<file path="config.mk">
export PLATFORM = sky130hd
export DESIGN_NAME = rom_port_arbiter
export DESIGN_NICKNAME = d
export VERILOG_FILES = /design/src/rtl/rom_port_arbiter.sv
export SDC_FILE = /design/constraint.sdc
export NUM_CORES = 1
export LEC_CHECK = 0
export BUFFER_PORTS_ARGS = -buffer_cell sky130_fd_sc_hd__buf_2
export CAP_MARGIN = 30
export CELL_PAD_IN_SITES_DETAIL_PLACEMENT = 0
export CELL_PAD_IN_SITES_GLOBAL_PLACEMENT = 1
export CORE_ASPECT_RATIO = 0.75
export CORE_MARGIN = 2
export CORE_UTILIZATION = 25
export DETAILED_ROUTE_END_ITERATION = 6
export GPL_TIMING_DRIVEN = 0
export PLACE_DENSITY = 0.71
export REMOVE_ABC_BUFFERS = 1
export SYNTH_ARGS = -nofsm -noshare
export SYNTH_HDL_FRONTEND = slang
export SYNTH_SLANG_ARGS = --single-unit
</file>
<file path="constraint.sdc">
create_clock -name CLK -period 2.6 [get_ports CLK]
set_input_delay 0.78 -clock CLK [delete_from_list [all_inputs] [get_ports CLK]]
set_output_delay 0.78 -clock CLK [all_outputs]
set_load 0.02 [all_outputs]
</file>
<file path="src/rtl/rom_port_arbiter.sv">
// rom_port_arbiter: shares the ROM read port between fetch (I) and load (D); define ROM_ARB_ROUND_ROBIN_EN for round-robin, else D beats I
module rom_port_arbiter #(
  parameter int         ADDR_W = 8,
  parameter logic [2:0] I_SIZE = 3'b010
) (
  input  logic              CLK,
  input  logic              reset,
  input  logic              i_req_valid,
  output logic              i_req_ready,
  input  logic [ADDR_W-1:0] i_req_addr,
  output logic              i_rsp_valid,
  input  logic              i_rsp_ready,
  output logic [31:0]       i_rsp_data,
  output logic              i_rsp_err,
  input  logic              d_req_valid,
  output logic              d_req_ready,
  input  logic [ADDR_W-1:0] d_req_addr,
  input  logic [2:0]        d_req_size,
  output logic              d_rsp_valid,
  input  logic              d_rsp_ready,
  output logic [31:0]       d_rsp_data,
  output logic              d_rsp_err,
  output logic [ADDR_W-1:0] rom_addr,
  output logic [2:0]        rom_size,
  output logic              rom_en,
  input  logic [31:0]       rom_data,
  input  logic              rom_exc
);
  typedef enum logic [1:0] {EMPTY, INFLIGHT, FULL} slot_t;
  slot_t             r_i_st, r_d_st, w_i_st_nxt, w_d_st_nxt;
  logic              r_i_err, r_d_err;
  logic [31:0]       r_i_data, r_d_data, w_i_rdata, w_d_rdata;
  logic [ADDR_W-1:0] r_rom_addr;
  logic [2:0]        r_rom_size;
  logic              w_i_elig, w_d_elig, w_d_prio, w_gnt_i, w_gnt_d;
  // a slot can take a new access when empty or when its held response is consumed this cycle
  assign w_i_elig = reset & ((r_i_st == EMPTY) | i_rsp_ready);
  assign w_d_elig = reset & ((r_d_st == EMPTY) | d_rsp_ready);
`ifdef ROM_ARB_ROUND_ROBIN_EN
  logic r_last_d;
  // remember which port won last so a tie goes to the other one
  always_ff @(posedge CLK)
    if (!reset) r_last_d <= 1'b1;
    else if (rom_en) r_last_d <= w_gnt_d;
  assign w_d_prio = ~r_last_d;
`else
  assign w_d_prio = 1'b1;
`endif
  assign w_gnt_d = w_d_elig & d_req_valid & (~(w_i_elig & i_req_valid) | w_d_prio);
  assign w_gnt_i = w_i_elig & i_req_valid & ~w_gnt_d;
  assign i_req_ready = w_gnt_i;
  assign d_req_ready = w_gnt_d;
  assign rom_en = w_gnt_i | w_gnt_d;
  assign rom_addr = w_gnt_d ? d_req_addr : w_gnt_i ? i_req_addr : r_rom_addr;
  assign rom_size = w_gnt_d ? d_req_size : w_gnt_i ? I_SIZE : r_rom_size;
  // an erroring access returns zero data regardless of what the ROM drives
  assign w_i_rdata = r_i_err ? 32'h0 : rom_data;
  assign w_d_rdata = r_d_err ? 32'h0 : rom_data;
  // slot next state: grant starts an access, the data cycle fills or hands off, a handshake empties
  always_comb begin
    w_i_st_nxt = w_gnt_i ? INFLIGHT :
                 (r_i_st == INFLIGHT) ? (i_rsp_ready ? EMPTY : FULL) :
                 (r_i_st == FULL && i_rsp_ready) ? EMPTY : r_i_st;
    w_d_st_nxt = w_gnt_d ? INFLIGHT :
                 (r_d_st == INFLIGHT) ? (d_rsp_ready ? EMPTY : FULL) :
                 (r_d_st == FULL && d_rsp_ready) ? EMPTY : r_d_st;
  end
  // slot state, exception capture at grant and data capture in the ROM data cycle
  always_ff @(posedge CLK)
    if (!reset) begin
      r_i_st   <= EMPTY;
      r_d_st   <= EMPTY;
      r_i_err  <= 1'b0;
      r_d_err  <= 1'b0;
      r_i_data <= 32'h0;
      r_d_data <= 32'h0;
    end else begin
      r_i_st <= w_i_st_nxt;
      r_d_st <= w_d_st_nxt;
      if (w_gnt_i) r_i_err <= rom_exc;
      if (w_gnt_d) r_d_err <= rom_exc;
      if (r_i_st == INFLIGHT) r_i_data <= w_i_rdata;
      if (r_d_st == INFLIGHT) r_d_data <= w_d_rdata;
    end
  // ROM address and size hold their last driven value through idle cycles
  always_ff @(posedge CLK)
    if (!reset) begin
      r_rom_addr <= '0;
      r_rom_size <= 3'b010;
    end else begin
      r_rom_addr <= rom_addr;
      r_rom_size <= rom_size;
    end
  assign i_rsp_valid = reset & (r_i_st != EMPTY);
  assign d_rsp_valid = reset & (r_d_st != EMPTY);
  assign i_rsp_err = i_rsp_valid & r_i_err;
  assign d_rsp_err = d_rsp_valid & r_d_err;
  assign i_rsp_data = !i_rsp_valid ? 32'h0 : (r_i_st == INFLIGHT) ? w_i_rdata : r_i_data;
  assign d_rsp_data = !d_rsp_valid ? 32'h0 : (r_d_st == INFLIGHT) ? w_d_rdata : r_d_data;
endmodule

</file>
==> reports/results.tsv <==
metric	value	unit
Critical Path AT	1.85	ns
met2 Usage GRT	28.41	%
max cap viols	0	
initial antenna violation count	0	
Port Buf Inserts	139	
FILL cells	1565	
Hold WC Path Type	register to register	
status	finished, violations left	
DIE AREA	16390	um^2
gpl congestion	0.7586	
sequential fraction of the synthesis area	42.19	%
Ant. Diodes	0	
fin nets	675	
clock tree buffer depth	2	
M1 GR Usage	24.58	%
chip height	111.4	um
period utilisation layout	101.2	%
worst-margin pin slew	0.6574	ns
setup violators final	3	
Cell variety after synth	35	
Internal Power	0.002602	W
syn_area_per_cell	8.058	um^2
Clock Skews	0.005186	ns
DR vias/cell	5.060	
Post-DP Area	4757	um^2
clock latency on the worst-skew pair	0.33	ns
Reg power frac	38.3	%
register bit total from synthesis	81	
gr usage total	17.77	%
worst-path cell chain	buf_2 -> nand2_2 -> o22ai_2 -> o22a_1 -> buf_2	
setup tns final	-0.05306	ns
Starting DRT DRC Count	308	
Final Hold Fails	0	
logic gate share of total power	17.3	%
largest net degree at the start of global routing	46	
CP max stage delay	0.26	ns
Root Buffer Master	clkbuf_16	
cell count after synthesis	477	
layout cells sized above 1	41.64	%
Max IR drop VDD	0.0004150	V
Clock power frac	44.4	%
Lkg Pwr	2.505	nW
Starting Density	25.41	%
H-tree depth	3	
switching part of the total	25.08	%
footprint of the multi-input gates	2341	um^2
Crit Path Max Fanout	12	
DRC viols	0	
Num CTS Buffers	9	
CTS tree	done	
Final Hold Slack	0.4640	ns
Cell Rows	39	
Power per Cell Area	584.3	nW/um^2
core area	15130	um^2
mapped cell area	3844	um^2
yosys warns	0	
post-route ant nets	0	
WL per Instance	18.22	um
Area growth syn-to-layout	54.65	%
setup ws final	-0.03079	ns
FMAX	380.1	MHz
I/O Pins	140	
Most Crowded Layer GR	met2	
fin. max-slew vios	0	
Detailed Place HPWL	8.541	mm
FF/Latch Area	1644	um^2
die width	147.2	um
Critical Path Sink Type	output pin	
crit start category	input pin	
kind of critical path	input pin to output pin	
DR pass1 iterations	5	
Crit-path slowest cell	o22ai_2	
RSZ-0062 raised after global routing	yes	
clk sinks	81	
CP dominant cell by count	buf_2	
Worst Path Required	1.82	ns
post-layout min period	2.631	ns
Finished Cell Area	5944	um^2
drt total wl	15.07	mm
met3 Resource Use GR	4.180	%
CTS clk-pin slew, worst paths	0.06	ns
failing checks	negative setup slack	
Max-slew headroom	56.01	%
vias in the first global route	4129	
Psw	0.0008712	W
total grt overflow	0	
via count	4185	
first-pass GRT wire length	22.69	mm
[state kept, by name (all words and copies together), names as in the netlist]
name and flops:
r_rom_addr 8, r_i_err 1, r_i_data 32, r_d_err 1, r_rom_size 3, r_d_data 32
r_i_st 2, r_d_st 2
[stage by stage]
step                worst slack [ns]  total power (W)  cells  utilization [%]
finish                      -0.03079         0.003473    827            39.30
global route                -0.07713         0.003597    827            39.30
CTS                         -0.04532         0.003459    823            37.11
detailed placement           -0.8880         0.001798    779            31.45
global placement              -1.726         0.001756    772            30.22
floorplan                    -0.7232         0.001601    428                -
[worst paths after layout]
path	start	endpoint	slack [ns]	cells past startpoint
setup / recovery	i_req_valid	rom_size[1]	-0.03	5
hold / removal	r_d_data[24]	r_d_data[24]	0.46	2
setup reg to reg	r_d_st[0]	r_rom_addr[6]	0.74	6
hold reg to reg	r_d_data[24]	r_d_data[24]	0.46	2
[worst max-delay path, delay by kind of cell]
kind / cells / cell delay [ns]
compound gates: 2 / 0.47
buf+inv: 2 / 0.40
simple gates: 1 / 0.20
[repair_timing]
| item | 4_1_cts | 5_1_grt |
|---|---|---|
| buffers inserted | 22 | 4 |
| cloned | 6 | 0 |
| hold buffers | 0 | 0 |
| pin swaps | 8 | 3 |
| gates resized for setup | 44 | 58 |
| endpoints found under the setup margin | 82 | 58 |
[Yosys cell counts]
cell type / instances / area [um^2]
o211ai_1: 1 / 7.510
o22ai_1: 1 / 6.260
o2bb2ai_1: 2 / 17.52
and2_1: 2 / 12.51
inv_1: 10 / 37.54
a21oi_1: 68 / 340.3
mux2i_1: 1 / 10.01
o21ai_1: 2 / 10.01
o21ba_4: 1 / 16.27
nand3_1: 1 / 5.000
nor2_1: 126 / 473.0
o2111ai_1: 1 / 8.760
clkbuf_1: 37 / 138.9
a41o_1: 1 / 10.01
buf_6: 4 / 45.04
nor2b_1: 1 / 6.260
a31oi_1: 9 / 56.30
dfxtp_1: 81 / 1622
nand2b_1: 2 / 12.51
a32o_1: 2 / 20.02
nand4_1: 8 / 50.05
nor3_1: 9 / 45.04
nand2_1: 10 / 37.54
a2bb2oi_1: 1 / 8.760
nor4bb_1: 62 / 620.6
buf_2: 8 / 40.04
o21ai_0: 11 / 55.05
or2_1: 1 / 6.260
inv_2: 1 / 3.750
a311oi_1: 8 / 70.07
o21bai_2: 1 / 11.26
o21ba_2: 1 / 10.01
o22a_1: 1 / 8.760
and4bb_2: 1 / 12.51
or3b_1: 1 / 8.760
[layout by cell type, fill, tap and decap left out, drive strengths merged, types with 9 or more instances in the layout]
master and count:
nor2 126, buf 172, a21oi 68, dfxtp 81, clkbuf 11, nor3 9
a31oi 9, o21ai 15, inv 11, nand2 10, nor4bb 62
[layer usage]
layer | share of wire, % | wire length, um
met1 | 46 | 6945
met4 | 0.90 | 136
met5 | 0 | 0
met3 | 6.3 | 947
met2 | 47 | 7041
[final cells by class]
| type | count | area share [%] |
|---|---|---|
| multi-input combinational | 340 | 39.38 |
| sequential | 81 | 27.66 |
| timing repair buffer | 174 | 21.81 |
| tap | 205 | 4.315 |
| clock buffer | 11 | 3.915 |
| clock inverter | 5 | 2.147 |
| inverter | 11 | 0.7788 |
[power by group through the flow]
stage | Sequential, W | Combinational [W] | Clock, W
after global placement | 0.00138 | 0.000374 | 0
after detailed placement | 0.00137 | 0.000429 | 0
after global routing | 0.00133 | 0.000645 | 0.00162
final | 0.00133 | 0.000601 | 0.00154
after CTS | 0.00133 | 0.000546 | 0.00159
after floorplan | 0.00136 | 0.000242 | 0
[cell families after synthesis]
kind of cell	Yosys count	synth area share, %
AOI/OAI and AO/OA	111	17.09
muxes	1	0.2604
buffers and inverters	60	6.901
DFF	81	42.19
and+or+nand+nor	224	33.56
No activity file was read; power rests on OpenSTA's default activity.
